**config.mk**
```make
export PLATFORM = sky130hd
export DESIGN_NAME = piso_shift_ctrl
export DESIGN_NICKNAME = d
export VERILOG_FILES = /design/src/rtl/piso_shift_ctrl.sv
export SDC_FILE = /design/constraint.sdc
export NUM_CORES = 1
export LEC_CHECK = 0
export CAP_MARGIN = 30
export CORE_AREA = 3 3 40 42
export DETAILED_ROUTE_END_ITERATION = 16
export DIE_AREA = 0 0 43 45
export GPL_TIMING_DRIVEN = 0
export HOLD_SLACK_MARGIN = 0.05
export PLACE_DENSITY = 0.66
export SLEW_MARGIN = 30
export SYNTH_ARGS = -nofsm -noshare
export SYNTH_HDL_FRONTEND = slang
export SYNTH_SLANG_ARGS = --single-unit
```
**constraint.sdc**
```tcl
create_clock -name clk -period 2.01 [get_ports clk]
set_input_delay 0.3015 -clock clk [delete_from_list [all_inputs] [get_ports clk]]
set_output_delay 0.3015 -clock clk [all_outputs]
set_load 0.01 [all_outputs]
```
**src/rtl/piso_shift_ctrl.sv**
```systemverilog
`timescale 1ns/1ps
`default_nettype none
// ============================================================================
// Module      : piso_shift_ctrl
// Description : Sequencer for a parallel-in/serial-out shift register. Accepts
//               a parallel word over a valid/ready handshake, serialises it
//               one bit per enabled clock, then pulses done for one cycle.
//               Drives the per-bit load/shift mux select (0 = load, 1 = shift).
// Revision    : 1.0 - initial release
// ============================================================================
module piso_shift_ctrl #(
    parameter int WIDTH     = 4,     // parallel word width, 2 or more
    parameter bit LSB_FIRST = 1'b1,  // 1: bit 0 leaves first, 0: bit WIDTH-1 first
    parameter bit FILL      = 1'b0   // value entering the vacated end of the register
) (
    input  logic             clk,
    input  logic             rst_n,
    input  logic [WIDTH-1:0] par_in,
    input  logic             load_valid,
    output logic             load_ready,
    input  logic             shift_en,
    output logic             ser_out,
    output logic             ser_valid,
    output logic             sel_out,
    output logic             busy,
    output logic             done
);

    localparam int CW = $clog2(WIDTH);

    localparam logic [1:0] ST_IDLE  = 2'd0;
    localparam logic [1:0] ST_SHIFT = 2'd1;
    localparam logic [1:0] ST_DONE  = 2'd2;

    // Count value held while the final bit of a frame is presented
    localparam logic [CW-1:0] c_last_bit = CW'(WIDTH - 1);

    logic [1:0]       r_state;
    logic [1:0]       w_state_nxt;
    logic [WIDTH-1:0] r_sreg;
    logic [CW-1:0]    r_cnt;
    logic [WIDTH-1:0] w_shifted;
    logic             w_ser_bit;

    // Shift direction and output tap depend on serialisation order
    if (LSB_FIRST) begin : g_lsb_first
        assign w_shifted = {FILL, r_sreg[WIDTH-1:1]};
        assign w_ser_bit = r_sreg[0];
    end else begin : g_msb_first
        assign w_shifted = {r_sreg[WIDTH-2:0], FILL};
        assign w_ser_bit = r_sreg[WIDTH-1];
    end

    // State register
    always_ff @(posedge clk or negedge rst_n) begin
        if (!rst_n) begin
            r_state <= ST_IDLE;
        end else begin
            r_state <= w_state_nxt;
        end
    end

    // Shift register and bit counter move in lockstep with the mux select
    always_ff @(posedge clk or negedge rst_n) begin
        if (!rst_n) begin
            r_sreg <= '0;
            r_cnt  <= '0;
        end else begin
            case (r_state)
                ST_IDLE: begin
                    if (load_valid) begin
                        r_sreg <= par_in;
                        r_cnt  <= '0;
                    end
                end
                ST_SHIFT: begin
                    if (shift_en) begin
                        r_sreg <= w_shifted;
                        r_cnt  <= r_cnt + CW'(1);
                    end
                end
                default: begin
                    r_sreg <= r_sreg;
                    r_cnt  <= r_cnt;
                end
            endcase
        end
    end

    // Next-state decode: frame ends once the last bit is shifted out
    always_comb begin
        w_state_nxt = r_state;
        case (r_state)
            ST_IDLE:  if (load_valid) w_state_nxt = ST_SHIFT;
            ST_SHIFT: if (shift_en && (r_cnt == c_last_bit)) w_state_nxt = ST_DONE;
            ST_DONE:  w_state_nxt = ST_IDLE;
            default:  w_state_nxt = ST_IDLE;
        endcase
    end

    // Output decode from state and register contents; only ser_valid sees an input
    always_comb begin
        load_ready = 1'b0;
        busy       = 1'b0;
        done       = 1'b0;
        sel_out    = 1'b0;
        ser_valid  = 1'b0;
        ser_out    = 1'b0;
        case (r_state)
            ST_IDLE: begin
                load_ready = 1'b1;
            end
            ST_SHIFT: begin
                busy      = 1'b1;
                sel_out   = 1'b1;
                ser_valid = shift_en;
                ser_out   = w_ser_bit;
            end
            ST_DONE: begin
                busy = 1'b1;
                done = 1'b1;
            end
            default: begin
                load_ready = 1'b0;
            end
        endcase
    end

endmodule
`default_nettype wire

```
==> qor.csv <==
stage,metric,value,unit
layout,diodes,0,
logic_synthesis,synth.avg_cell_area,12.2,um^2
logic_synthesis,syn_nets,52,
layout,area_growth,38.7,%
worst_setup_path,reg2reg_from,r_state[0]$_DFFE_PN0P_,
global_routing,grt_max_degree,11,
timing,period_needed,1.91,ns
timing,clock_skew,0.00549,ns
detailed_routing,drtIter0Drc,4,
detailed_routing,postRouteAntennaNets,0,
logic_synthesis,synth_cells,40,
worst_setup_path,start_kind,register,
clocking,cts.sinks,8,
power_and_ir_drop,power-per-cell-area,1510,nW/um^2
timing,finalCritPeriodShare,95.1,%
detailed_routing,routedWlPerCell,12.3,um
logic_synthesis,synth_edf_count,0,
worst_hold_path,hp-class,in2async,
worst_setup_path,ff2ff_path_depth,5,
timing,setup_ws,0.0983,ns
timing,rsz0062_at_grt,false,
die,start_util,38.0,%
global_routing,antenna_found_initial,0,
clocking,htree_levels,1,
clocking,clk_latency,0.25,ns
worst_setup_path,required,1.71,ns
worst_setup_path,end_kind,primary output,
detailed_routing,first_pass_iters,4,
logic_synthesis,yosysSeqAreaShare,41.0,%
placed_design,placed_area,637,um^2
logic_synthesis,synth_top_cells_by_area,"dfrtp_1, mux2_4, ha_1",
logic_synthesis,synth.most_common_cell,dfrtp_1,
worst_setup_path,path_max_fanout,5,
layout,drive_above_1_share,26.8,%
placed_design,place_congestion,0.714,
layout,nets,70,
global_routing,grt_use_total,10.6,%
die,fp.coreArea,1280,um^2
clocking,clk_pin_slew,0.06,ns
worst_setup_path,worstSetupStartpoint,r_state[0]$_DFFE_PN0P_,
job,cap_violations,0,
detailed_routing,vias,342,
timing,max_clock_freq,523,MHz
worst_setup_path,reg2reg_slack,0.34,ns
power_and_ir_drop,max-vdd-ir-drop,0.746,mV
worst_setup_path,timing.rr.end,r_sreg[2]$_DFFE_PN0P_,
global_routing,grt_pass1_wl,1470,um
placed_design,dp_hpwl,664,um
logic_synthesis,netlist_top_cells_count,"dfrtp_1, mux2_4, ha_1",
die,rows,13,
die,die_h,45,um
worst_setup_path,cp.arrival,1.61,ns
worst_setup_path,path_class,reg2out,
clocking,cts_setup_buffers,0,
layout,final_area,677,um^2
power_and_ir_drop,power_leakage,0.326,nW
detailed_routing,viasPerCell,4.82,
logic_synthesis,synth-seq-cells,8,
die,ios,14,
status,status,"complete, no violations",
placed_design,port-buffer-count,13,
timing,setup_viol,0,
clocking,hold_buffers,0,
detailed_routing,wl,872,um
logic_synthesis,synth_area_leader_cell,dfrtp_1,
timing,slew_violations,0,
logic_synthesis,ys.warnings.count,0,
global_routing,overflow,0,
logic_synthesis,yosys.area.top_type_share,41.0,%
logic_synthesis,async_flop_share,100,%
logic_synthesis,synthFlopType,dfrtp_1,
placed_design,dpl_worst_slack,0.125,ns
clocking,clockBufferDepth,2,
global_routing,grt_pass1_vias,356,
timing,worstMarginPinSlew,0.375,ns
detailed_routing,drc,0,
clocking,cts_tree,done,
timing,hold_viol,0,
die,dieArea,1940,um^2
timing,slew_headroom,74.9,%
worst_setup_path,setup.worst_path.end,load_ready,
logic_synthesis,syn_area,488,um^2
die,die-width,43,um
clocking,cts_made_buffers,3,
timing,tns,0,ns
power_and_ir_drop,p_total,0.00102,W
logic_synthesis,yosys.cell_types.count,19,
clocking,root_buffer,clkbuf_4,
## placed cells by master, fill, tap and decap left out
cell type / Yosys / layout
ha_4: 0 / 1
nor2_4: 1 / 1
a21bo_1: 1 / 1
a21oi_1: 2 / 2
dlymetal6s2s_1: 0 / 1
inv_1: 2 / 1
clkdlybuf4s50_1: 0 / 11
mux2_4: 6 / 6
ha_1: 4 / 3
nand4b_1: 1 / 1
buf_6: 0 / 1
clkbuf_4: 0 / 3
o21a_1: 1 / 1
nor2b_1: 1 / 1
and2b_1: 1 / 1
dfrtp_1: 8 / 8
o21ai_1: 2 / 2
and2_1: 2 / 2
nand2_1: 3 / 3
mux2i_2: 1 / 1
mux2_2: 1 / 1
dlygate4sd2_1: 0 / 1
o31ai_1: 1 / 1
o21ai_0: 1 / 1
inv_2: 0 / 1
## what timing repair did
action	CTS	global route
endpoints found under the setup margin	2	1
hold endpoints to repair	0	0
resized for setup	5	1
## sequential cells by signal, indices dropped and copies added (netlist names)
register  cells
r_state       2
r_sreg        4
r_cnt         2
## critical path, stage by stage (launching register included)
cell and delay [ns]:
dfrtp_1 0.41, inv_1 0.11, ha_1 0.27, clkdlybuf4s50_1 0.57
## layout make-up
class | instances | area (um^2)
Fill cell | 108 | 608
Clock buffer | 3 | 22.5
Inverter | 2 | 7.51
Timing Repair Buffer | 13 | 131
Sequential cell | 8 | 200
Buffer | 1 | 11.3
Tap cell | 15 | 18.8
Multi-Input combinational cell | 29 | 285
## kinds of logic (layout without fill, tap and decap cells)
family	after synthesis	after routing	share of synthesized area, %
buf+inv	3	19	3.08
flops	8	8	41.0
fa+ha+maj	4	4	10.3
simple gates	9	9	11.8
compound gates	8	8	10.3
mux	8	8	23.6
## metal layers
metal	wire (um)	track usage, %	vias up
met5	0	0	-
met4	12	10.8	0
met3	57	1.59	2
met2	404	16.2	10
met1	397	12.4	160
li1	-	-	170
## through the flow
stage	hold slack (ns)	std cells	utilization (%)
finish	0.328	71	52.7
global route	0.355	71	52.7
CTS	0.334	71	52.5
detailed placement	0.491	68	49.6
global placement	0.492	68	49.6
floorplan	0.00591	40	-
## worst min path at each step
stage,end,slack [ns],cells after the start
floorplan,r_cnt[0]$_DFFE_PN0P_,0.006,0
global placement,r_sreg[3]$_DFFE_PN0P_,0.49,2
detailed placement,r_sreg[0]$_DFFE_PN0P_,0.49,1
CTS,r_sreg[0]$_DFFE_PN0P_,0.33,1
global route,r_sreg[0]$_DFFE_PN0P_,0.35,1
finish,r_sreg[0]$_DFFE_PN0P_,0.33,1
## report_power, final
part / switching, W / internal (W)
Clock: 0.0000552 / 0.0000684
Sequential: 0.0000432 / 0.000233
Combinational: 0.000258 / 0.000367
Total: 0.000356 / 0.000669
Power figures use the tool's default switching activity.
